[src/rtl/gray_pkg.sv]
// Shared constants and helpers for the binary/Gray conversion slice.
// gray2bin and popcount serve as independent checking models.
package gray_pkg;

  localparam int GRAY_DEFAULT_WIDTH = 4;

  function automatic logic [31:0] bin2gray(
    input logic [31:0] bin
  );
    return bin ^ (bin >> 1);
  endfunction

  // Prefix XOR from the MSB down undoes the Gray mapping.
  function automatic logic [31:0] gray2bin(
    input logic [31:0] gray
  );
    logic [31:0] b;
    b[31] = gray[31];
    for (int i = 30; i >= 0; i--) begin
      b[i] = b[i+1] ^ gray[i];
    end
    return b;
  endfunction

  function automatic logic [5:0] popcount(
    input logic [31:0] v
  );
    logic [5:0] n;
    n = '0;
    for (int i = 0; i < 32; i++) begin
      n = n + 6'(v[i]);
    end
    return n;
  endfunction

endpackage

[src/rtl/gray_xor_stage.sv]
// Combinational binary-to-reflected-Gray mapping.
// The MSB passes through; each lower bit is XORed with its upper neighbour.
module gray_xor_stage #(
  parameter int WIDTH = 4
) (
  input  logic [WIDTH-1:0] bin_i,
  output logic [WIDTH-1:0] gray_o
);

  assign gray_o = bin_i ^ (bin_i >> 1);

endmodule

[src/rtl/gray_encoder.sv]
// Registered binary-to-Gray converter with valid qualifier.
// Also flags whether each new code is one bit away from the last.
module gray_encoder
  import gray_pkg::*;
#(
  parameter int WIDTH = GRAY_DEFAULT_WIDTH
) (
  input  logic             clk,
  input  logic             rst,
  input  logic [WIDTH-1:0] binary_num,
  input  logic             in_valid,
  output logic [WIDTH-1:0] gray_code,
  output logic             out_valid,
  output logic             adjacent
);

  logic [WIDTH-1:0] conv_gray;
  logic [WIDTH-1:0] gray_d, gray_q;
  logic             valid_d, valid_q;
  logic             adj_d, adj_q;
  logic             have_d, have_q;

  gray_xor_stage #(
    .WIDTH (WIDTH)
  ) u_xor (
    .bin_i  (binary_num),
    .gray_o (conv_gray)
  );

  // gray_q holds across idle cycles, so it doubles as history.
  always_comb begin
    gray_d  = gray_q;
    valid_d = 1'b0;
    adj_d   = 1'b0;
    have_d  = have_q;
    if (in_valid) begin
      gray_d  = conv_gray;
      valid_d = 1'b1;
      adj_d   = have_q && $onehot(conv_gray ^ gray_q);
      have_d  = 1'b1;
    end
  end

  always_ff @(posedge clk) begin
    if (rst) begin
      gray_q  <= '0;
      valid_q <= 1'b0;
      adj_q   <= 1'b0;
      have_q  <= 1'b0;
    end else begin
      gray_q  <= gray_d;
      valid_q <= valid_d;
      adj_q   <= adj_d;
      have_q  <= have_d;
    end
  end

  assign gray_code = gray_q;
  assign out_valid = valid_q;
  assign adjacent  = adj_q;

endmodule

[config.mk]
export PLATFORM = sky130hd
export DESIGN_NAME = gray_encoder
export DESIGN_NICKNAME = d
export VERILOG_FILES = /design/src/rtl/gray_pkg.sv /design/src/rtl/gray_xor_stage.sv /design/src/rtl/gray_encoder.sv
export SDC_FILE = /design/constraint.sdc
export NUM_CORES = 1
export LEC_CHECK = 0
export ABC_AREA = 0
export CAP_MARGIN = 10
export CORE_AREA = 8 8 45 47
export CTS_CLUSTER_SIZE = 20
export DETAILED_ROUTE_END_ITERATION = 12
export DIE_AREA = 0 0 53 55
export GPL_ROUTABILITY_DRIVEN = 1
export HOLD_SLACK_MARGIN = 0.1
export PLACE_DENSITY_LB_ADDON = 0.05
export SLEW_MARGIN = 25
export SYNTH_ARGS = -nofsm -noshare
export SYNTH_HDL_FRONTEND = slang
export SYNTH_HIERARCHICAL = 1
export SYNTH_SLANG_ARGS = --single-unit
[constraint.sdc]
create_clock -name clk -period 2.7 [get_ports clk]
set_input_delay 0.81 -clock clk [delete_from_list [all_inputs] [get_ports clk]]
set_output_delay 0.81 -clock clk [all_outputs]
set_load 0.05 [all_outputs]
== Yosys cells after proc, flatten, opt, wreduce, memory -nomap -nowiden ==
Index checks and enable logic that the tools add are counted.
Operators by class
  add/subtract/negate cells: 3
  eq/ne operators: 1
  multiplexer cells: 1
  bitwise operators: 3
  reduce and logical (&&, ||, !) cells: 2
Operators by type and width (number)
  1-bit by 1-bit adder with 2-bit output: 2
  4-bit by 3-bit XOR with 4-bit output: 1
  4-bit XOR: 1
  2-bit by 2-bit adder with 3-bit output: 1
  3-bit by 1-bit equality test with 1-bit output (second input constant): 1
  2-bit OR reduction: 1
  1-bit logical AND: 1
  1-bit 2-to-1 mux: 1
  1-bit NOT: 1
Storage, ports and cells
  register bits after elaboration: 7
  bits of input ports: 7
  logic and storage cells: 14

== Longest topological paths before layout ==
  depth in word-level cells: 6
  depth in mapped cells: 7
  mapped depth without buffers: 7

== Cells and area by module ==
The synthesis kept the hierarchy.
Modules (own cells, without submodules)
  gray_encoder: times used 1, cells each 28, area each 320.3 µm²
  gray_xor_stage: times used 1, cells each 4, area each 33.8 µm²

== Worst setup path before layout ==
No wires, ideal clock.
  path type: input port to flip-flop
  start: input port binary_num[2]
  end: register adj_q, in the netlist adjacent
  library setup time: 0.116 ns
  arrival time: 2.305 ns
  data required time: 2.584 ns
  setup slack: 0.279 ns
  stages on the path: 7
  path through: xor2_1 -> xor2_1 -> fa_1 -> ha_1 -> ha_1 -> nor2_1 -> and4_1
On the way
  longest elaborated chain between the ends: 6
  elaborated cells between the ends (all ways): 7
RTL lines
  start, declared: RTL line gray_encoder.sv:10  | input logic [WIDTH-1:0] binary_num,
  4-bit by 3-bit XOR with 4-bit output *: RTL line gray_xor_stage.sv:10  | assign gray_o = bin_i ^ (bin_i >> 1);
  4-bit XOR *: RTL line gray_encoder.sv:39  | adj_d = have_q && $onehot(conv_gray ^ gray_q);
  1-bit by 1-bit adder with 2-bit output (not written as such): RTL line gray_encoder.sv:39
  2-bit by 2-bit adder with 3-bit output (not written as such) *: RTL line gray_encoder.sv:39
  3-bit by 1-bit equality test with 1-bit output *: RTL line gray_encoder.sv:39
  1-bit logical AND *: RTL line gray_encoder.sv:39
  end signal, assigned: RTL line gray_encoder.sv:53  | adj_q <= adj_d;
  end, declared: RTL line gray_encoder.sv:20  | logic adj_d, adj_q;
Mark *: on every way between the ends. The rest lies on a longest branch, timed or not.
A chain may end at the register's enable or synchronous reset.

== Worst setup path in the final report ==
  start: input port binary_num[1]
  end: register adj_q, in the netlist adjacent
On the way
  longest elaborated chain between the ends: 6
RTL lines
  4-bit by 3-bit XOR with 4-bit output: RTL line gray_xor_stage.sv:10
  named net conv_gray[1]: RTL line gray_encoder.sv:17  | logic [WIDTH-1:0] conv_gray;
  4-bit XOR: RTL line gray_encoder.sv:39
  1-bit by 1-bit adder with 2-bit output (not written as such): RTL line gray_encoder.sv:39
  2-bit by 2-bit adder with 3-bit output (not written as such): RTL line gray_encoder.sv:39
  3-bit by 1-bit equality test with 1-bit output: RTL line gray_encoder.sv:39
  1-bit logical AND: RTL line gray_encoder.sv:39
The timed path passes the listed nets, and every way through them passes these cells.

==> key figures <==
Route
  – DR DRC count: 0
  – ANT nets after route: 0
  – Drt initial violations: 0
  – 1st-pass router iterations: 1
  – Via density: 4.159
  – Total routed wirelength: a little over 800 µm
  – WL/cell: between 10 and 15 µm
  – DR vias: 287

Yosys
  – Synth Warn #: 6
  – Count of different cell masters after synthesis: 10
  – Syn Area/Cell: around 11 µm²
  – Number of synthesized register bits: 7
  – Synth Net Count: 42
  – Gate Count Post-Synth: 32
  – Register area share after synthesis: 39.58%
  – Mapped Area: between 300 and 400 µm²

Floorplan
  – Die Area: about 0.003 mm²
  – Core footprint: roughly 0.0014 mm²
  – Die Wd: approximately 53 µm
  – Initial Utilization: between 20% and 30%
  – Die Height: 55 µm
  – FP Rows: 14
  – # IOs: 13

Run status
  – Status: finished clean

Cells and area
  – Most frequent cells in the layout: clkdlybuf4s50_1, nor2_1, dfxtp_1, buf_4, xor2_1
  – # nets final: 64
  – Antenna diodes: 0
  – Final non-filler cell total: 69
  – Util after Layout: between 40 and 50%
  – Most common cell after layout, fill and taps aside: clkdlybuf4s50_1
  – Fraction of layout cells with a size suffix above 1: a little over a quarter
  – Final Cell Area: around 570 µm²
  – Synthesis-to-layout area growth: 61.48%

Global routing
  – GRT overflow: 0
  – Tot GR Track Use: ~7.4%
  – Largest net degree at the start of global routing: 7
  – Vias in the first global route: roughly 350
  – First-pass GRT wire length: between 1000 and 1500 µm
  – Initial antenna violation count: 0

Clock tree
  – Clock transition at path regs: 50 ps
  – CTS buffer count: 3
  – # H-tree levels: 1
  – Max clock buf depth: 2
  – Clk sinks: 7
  – CTS Root Cell: clkbuf_4
  – Post-CTS Hold Buffers: 0
  – CTS tree: built
  – Clock latency on the worst-skew pair: roughly 250 ps

Worst setup path
  – Cell mode on critical path: xor2_1
  – Slowest-stage cell, CP: fa_1
  – Kind of critical path: primary input to flop
  – Worst setup SP type: primary input
  – Critical Path AT: ~2700 ps
  – Worst path buffer plus inverter count: 1
  – CP required: between 2000 and 3000 ps
  – Crit-path leading delay family: adder cells
  – Critical Path End Type: flop
  – Worst Path Max Fanout: 2
  – Crit path cell chain: dlygate4sd2_1, xor2_1, xor2_1, fa_1, ha_2, ha_1, nor2_1, and4_1
  – Critical path's largest stage delay: 450 ps

STA
  – Final setup viols: 0
  – Period utilization: a little over nine tenths
  – Final Hold Vio Count: 0
  – Unrepaired setup endpoints after global routing: false
  – Slew headroom: approximately 67%
  – Slack of the critical path: roughly 170 ps
  – Max Slew Vio Count: 0
  – Hold WS: between 400 and 500 ps
  – Fmax: around 390 MHz
  – Minimum clock period: between 2000 and 3000 ps
  – Worst Tran Pin Value: between 500 and 600 ps
  – Worst Skew: about 2.3 ps
  – TNS Setup: 0 ps

Flow run
  – Max Cap Viol: 0

Pwr
  – Pwr Total: approximately 0.32 mW
  – Worst VDD drop: ~0.00019 V
  – PD cells: between 500 and 600 mW/mm²
  – Static Leak: 0.2693 nW

Placed design
  – RePlAce Congestion: around 0.67
  – Area after DPL: around 500 µm²
  – Pre-CTS setup slack: -329.1 ps
  – Port-buffer cells: 12
  – Inst Count DP: 61

Min path
  – Min-Delay Path Class: flop to flop
==> cell families (layout without fill, tap and decap cells) <==
| group | after synthesis | count (layout) | synth area share, % |
|---|---|---|---|
| AND/OR/NAND/NOR | 9 | 9 | 13.78 |
| XOR/XNOR | 7 | 7 | 17.31 |
| flip-flops | 7 | 7 | 39.57 |
| multiplexers | 4 | 4 | 11.31 |
| adder cells (fa/ha/maj) | 3 | 3 | 12.72 |
| buffers and inverters | 2 | 23 | 5.301 |
==> path summary, 6_finish.rpt <==
check | startpoint | to | slack [ps] | depth (start not counted)
hold reg to reg | have_q | have_q | 460 | 2
setup / recovery | binary_num[1] | adjacent | 170 | 8
hold / removal | have_q | have_q | 460 | 2
setup reg to reg | gray_code[0] | adjacent | 870 | 6
==> power by group <==
part           internal, mW  switching [mW]  total (mW)  leakage, nW
logic                0.0534          0.0569       0.110        0.196
clock network        0.0565          0.0406      0.0971       0.0150
registers             0.110         0.00507       0.116       0.0578
total                 0.220           0.103       0.323        0.269
==> what timing repair did <==
item | in CTS | in global routing
setup endpoints to repair | 1 | 1
buffers inserted | 3 | 1
pin swaps | 5 | 3
gates resized for setup | 3 | 3
cloned | 0 | 0
==> sequential cells by signal, summed over array words and instances (netlist names) <==
| name | flops |
|---|---|
| have_q | 1 |
| out_valid | 1 |
| gray_code | 4 |
| adjacent | 1 |
==> cells in the mapped netlist <==
| master | count | share of area, % |
|---|---|---|
| fa_1 | 1 | 5.7 |
| dfxtp_1 | 7 | 40 |
| and4_1 | 1 | 2.5 |
| nor2_1 | 7 | 7.4 |
| buf_4 | 1 | 2.1 |
| mux2i_1 | 4 | 11 |
| ha_1 | 2 | 7.1 |
| buf_6 | 1 | 3.2 |
| nor2b_4 | 1 | 3.9 |
| xor2_1 | 7 | 17 |
==> tightest hold or removal path, stage by stage, from the launching register on <==
cell and delay (ps):
dfxtp_1 320, nor2_1 40, nor2_1 70
==> layout make-up <==
class	instances	area (µm²)
multi-input combinational	23	212.7
timing repair buffer	19	172.7
clock buffer	4	26.28
sequential	7	140.1
fill	138	812.0
tap	16	20.02
==> per-layer routing <==
| metal | GRT usage (%) | part of all wire, % |
|---|---|---|
| met1 | 5.954 | 38 |
| met2 | 11.72 | 54 |
| met3 | 5.615 | 7.3 |
| met4 | 6.466 | 0 |
| met5 | 0 | 0 |
Power figures use the tool's default switching activity.
